$ cat src/rtl/div_pkg.sv
// Shared types and constants for the shift-subtract divider controller.
package div_pkg;

  typedef enum logic [2:0] {
    IDLE  = 3'd0,
    LOAD  = 3'd1,
    CHECK = 3'd2,
    ITER  = 3'd3,
    DONE  = 3'd4
  } div_state_e;

  localparam int DIV_N = 11;

endpackage

$ cat src/rtl/iter_counter.sv
// Iteration counter for the divider: synchronous clear, enable, and a
// terminal-count flag when the count reaches N-1.
module iter_counter #(
  parameter int N  = 11,
  parameter int CW = $clog2(N)
) (
  input  logic          clk,
  input  logic          clr,
  input  logic          en,
  output logic [CW-1:0] cnt,
  output logic          tc
);

  // Count register: clear wins over enable.
  always_ff @(posedge clk) begin
    if (clr) begin
      cnt <= {CW{1'b0}};
    end else if (en) begin
      cnt <= cnt + {{(CW-1){1'b0}}, 1'b1};
    end else begin
      cnt <= cnt;
    end
  end

  assign tc = (cnt == CW'(N - 1));

endmodule

$ cat src/rtl/shift_divider_ctrl.sv
// Controller FSM for an N-bit restoring shift-subtract divider; resolves one
// quotient bit per clock and returns a start/busy/done/err handshake.
module shift_divider_ctrl
  import div_pkg::*;
#(
  parameter int N  = DIV_N,
  parameter int CW = $clog2(N)
) (
  input  logic clk,
  input  logic clr,
  input  logic start,
  input  logic ge,
  input  logic b_zero,
  output logic sclr_a,
  output logic ld_q,
  output logic ld_b,
  output logic ld_a,
  output logic sh_a,
  output logic sh_q,
  output logic q_ser,
  output logic busy,
  output logic done,
  output logic err
);

  div_state_e    state_r;
  div_state_e    state_next_s;
  logic          err_r;
  logic          err_next_s;
  logic          cnt_clr_s;
  logic          cnt_en_s;
  logic [CW-1:0] cnt_s;
  logic          cnt_tc_s;

  iter_counter #(.N(N), .CW(CW)) u_cnt (
    .clk (clk),
    .clr (cnt_clr_s),
    .en  (cnt_en_s),
    .cnt (cnt_s),
    .tc  (cnt_tc_s)
  );

  // State and error-flag registers.
  always_ff @(posedge clk) begin
    if (clr) begin
      state_r <= IDLE;
      err_r   <= 1'b0;
    end else begin
      state_r <= state_next_s;
      err_r   <= err_next_s;
    end
  end

  // Next-state and strobe decode; clr forces every strobe low in its own cycle.
  always_comb begin
    state_next_s = state_r;
    err_next_s   = err_r;
    cnt_clr_s    = 1'b0;
    cnt_en_s     = 1'b0;
    sclr_a       = 1'b0;
    ld_q         = 1'b0;
    ld_b         = 1'b0;
    ld_a         = 1'b0;
    sh_a         = 1'b0;
    sh_q         = 1'b0;
    q_ser        = 1'b0;
    busy         = 1'b0;
    done         = 1'b0;
    if (clr) begin
      state_next_s = IDLE;
      err_next_s   = 1'b0;
      cnt_clr_s    = 1'b1;
    end else begin
      case (state_r)
        IDLE: begin
          if (start) begin
            state_next_s = LOAD;
            err_next_s   = 1'b0;
          end else begin
            state_next_s = IDLE;
          end
        end
        LOAD: begin
          busy         = 1'b1;
          sclr_a       = 1'b1;
          ld_q         = 1'b1;
          ld_b         = 1'b1;
          state_next_s = CHECK;
        end
        CHECK: begin
          busy      = 1'b1;
          cnt_clr_s = 1'b1;
          if (b_zero) begin
            err_next_s   = 1'b1;
            state_next_s = DONE;
          end else begin
            state_next_s = ITER;
          end
        end
        ITER: begin
          busy     = 1'b1;
          sh_q     = 1'b1;
          cnt_en_s = 1'b1;
          // Restore by keeping the shifted A, or commit the difference.
          if (ge) begin
            ld_a  = 1'b1;
            q_ser = 1'b1;
          end else begin
            sh_a  = 1'b1;
          end
          if (cnt_tc_s) begin
            state_next_s = DONE;
          end else begin
            state_next_s = ITER;
          end
        end
        DONE: begin
          done         = 1'b1;
          state_next_s = IDLE;
        end
        default: begin
          state_next_s = IDLE;
        end
      endcase
    end
  end

  assign err = err_r;

endmodule

$ cat config.mk
export PLATFORM = sky130hd
export DESIGN_NAME = shift_divider_ctrl
export DESIGN_NICKNAME = d
export VERILOG_FILES = /design/src/rtl/div_pkg.sv /design/src/rtl/iter_counter.sv /design/src/rtl/shift_divider_ctrl.sv
export SDC_FILE = /design/constraint.sdc
export NUM_CORES = 1
export LEC_CHECK = 0
export CORE_AREA = 2 2 39 41
export DETAILED_ROUTE_END_ITERATION = 10
export DIE_AREA = 0 0 41 43
export SKIP_LAST_GASP = 1
export SLEW_MARGIN = 25
export SYNTH_ARGS = -nofsm -noshare
export SYNTH_HDL_FRONTEND = slang
export SYNTH_SLANG_ARGS = --single-unit
$ cat constraint.sdc
create_clock -name clk -period 1.33 [get_ports clk]
set_input_delay 0.266 -clock clk [delete_from_list [all_inputs] [get_ports clk]]
set_output_delay 0.266 -clock clk [all_outputs]
set_load 0.01 [all_outputs]
==> results by group <==
Clock network
  – Sink Count: 8
  – H-tree Lvls: 1
  – CTS tree: built
  – CTS Root Cell: clkbuf_4
  – Hold-fix buffers, CTS: 0
  – Maximum clock path buffer count: 2
  – Clk slew on worst S/H paths: 0.05 ns
  – Clk Latency, worst-skew pair: 0.26 ns
  – CTS Buf Count: 3

Detailed routing
  – Pre-Repair DR Iteration Count: 2
  – Post-Route WL: 1260 µm
  – Routed wl met2: 621 µm
  – Vias per cell: 4.943
  – WL/cell: 11.89 µm
  – Post-detailed-route count of antenna-violating nets: 0
  – Vias: 524
  – Met1 WL: 564 µm
  – DR iter-0 viols: 1
  – Residual DRC: 0
  – Met3 wire length: 44 µm
  – Highest metal used: met4

Synthesis
  – Synthesized area: 473.0 µm²
  – Share of the synthesized area in the top cell type: 33.86%
  – EDFF count, synth: 0
  – Area leader, netlist: dfxtp_1
  – Post-synth cell types: 27
  – Yosys warning count: 0
  – Synth area leaders: dfxtp_1 (34%), a21oi_1 (6.3%), ha_1 (5.3%), nor2b_1 (5.3%), buf_4 (4.8%)
  – Synth cell count leaders: dfxtp_1 (8), a21oi_1 (6), nor2b_1 (4)
  – Cell with the most instances after synthesis: dfxtp_1
  – Yosys reg bits: 8
  – Top FF cell, synth: dfxtp_1
  – Avg Cell Area, Syn: 8.297 µm²
  – Register area share after synthesis: 33.86%
  – Async set-or-reset flop fraction in the synthesized netlist: 0%
  – Synth Net Count: 64
  – Post-Syn Instances: 57

Timing
  – RSZ-0062 raised after global routing: true
  – Fmax: 705.7 MHz
  – # setup viols final: 9
  – Final WS setup: -0.08701 ns
  – Actual slew at the worst max-slew pin: 0.2450 ns
  – Final Max Slew Viols: 0
  – Period utilisation layout: 106.5%
  – Min Tclk post-route: 1.417 ns
  – Endpoints failing hold: 0
  – Clk_skew: 0.006378 ns
  – Rel. slew slack: 83.43%

Global route
  – Largest net degree at the start of global routing: 10
  – Initial antenna violation count: 0
  – Total global-route track usage: 17.88%
  – Vias in the first global route: 475
  – Global-route wire length before repair: 2070 µm
  – GR Overflow Total: 0

Finish
  – N_diodes: 0
  – Post-Layout Inst Area: 855.8 µm²
  – Nets: 99
  – Final core utilization: 61.84%
  – Layout area overhead: 80.95%
  – Fillcell total: 134
  – Layout cells sized above 1: 56.67%

Die
  – Row cnt: 14
  – Starting density of the core: 34.18%
  – Die H: 43 µm
  – Die width: 41 µm
  – Die ar.: 1763 µm²
  – Core box area: 1384 µm²
  – I/O pin count: 15

Power and ir drop
  – Peak VDD IR: 0.5485 mV
  – Power density cells: 737.8 nW/µm²
  – Total Power: 0.6315 mW
  – Leak: 0.3662 nW

Run
  – Max-cap violations: 0

Placement
  – DP HPWL: 868.9 µm
  – Post-place instance area: 715.7 µm²
  – Gpl congestion: 0.7720
  – IO buf count: 14

Status
  – Violated checks: negative setup slack
  – Status: finished with violations

Critical path
  – Critical Path RT: 1.06 ns
  – Crit path max fanout: 4
  – Startpoint type of the worst setup path: flip-flop
  – Critical path class: flip-flop to primary output
  – Setup crit end kind: primary output
  – Critical path data arrival time: 1.15 ns

Worst hold path
  – Type of the most critical hold path: input port to flip-flop
what timing repair did:
action                                  in CTS  in global routing
endpoints found under the setup margin      11                 12
resized for setup                           52                 14
pin swaps                                    5                  2
setup buffers                                6                  3
final timing paths:
path | start | end | slack (ns) | depth (start not counted)
min reg2reg | u_cnt.cnt[1] | u_cnt.cnt[1] | 0.49 | 2
min | clr | u_cnt.cnt[3] | 0.39 | 3
max | state_r[2] | sh_a | -0.09 | 4
max reg2reg | state_r[0] | state_r[0] | 0 | 6
metrics by stage:
step | TNS (ns) | hold WS, ns | setup slack (ns) | std cells
after floorplan | 0 | 0.3821 | 0.02539 | 57
final | -0.5611 | 0.3881 | -0.08701 | 106
after global routing | -1.387 | 0.3927 | -0.1684 | 106
after detailed placement | -5.690 | 0.4909 | -0.6864 | 94
after CTS | -0.6358 | 0.4957 | -0.09874 | 103
after global placement | -5.540 | 0.4809 | -0.6571 | 94
worst max-delay path, cell delays in order, from the launching register on:
cell and delay, ns:
dfxtp_4 0.37, nor2_4 0.09, and3_4 0.20, nor2b_1 0.11
buf_2 0.13
per-layer routing:
metal  track usage (%)  up-vias
li1                  -      271
met1             23.28      238
met2             24.69       11
met3             4.712        4
met4             12.00        0
met5                 0        -
power by group:
group	internal, mW	switching, mW	leakage (nW)	total, mW
clock	0.103	0.0802	0.0138	0.183
combinational	0.111	0.0776	0.286	0.189
sequential	0.247	0.0124	0.0667	0.259
cell families (layout without fill, tap and decap cells):
| group | count (synthesis) | after routing | synth area share, % |
|---|---|---|---|
| AOI/OAI and AO/OA | 12 | 12 | 14.55 |
| adders and majority gates | 2 | 2 | 5.290 |
| buffers and inverters | 9 | 42 | 10.32 |
| DFF | 8 | 8 | 33.86 |
| and+or+nand+nor | 26 | 26 | 35.98 |
registers in the layout (all words and copies together) (netlist names):
signal     flops
err            1
u_cnt.cnt      4
state_r        3
layout by cell type, fill, tap and decap left out, drive strengths merged, types with 2 or more instances in the layout:
cell type / count
a31oi: 2
clkdlybuf4s50: 3
nor4: 2
nor3: 2
nand3: 2
nand2: 2
ha: 2
a21oi: 6
nor2: 3
o21ai: 2
buf: 31
dfxtp: 8
inv: 3
nor2b: 4
clkbuf: 4
final cells by class:
cell class,count,area [µm²],area share [%]
Clock buffer,3,22.52,2.632
Inverter,3,13.76,1.608
Multi-Input combinational cell,40,330.3,38.60
Sequential cell,8,168.9,19.74
Tap cell,16,20.02,2.339
Timing Repair Buffer,36,300.3,35.09
(Power assumes the default switching activity.)
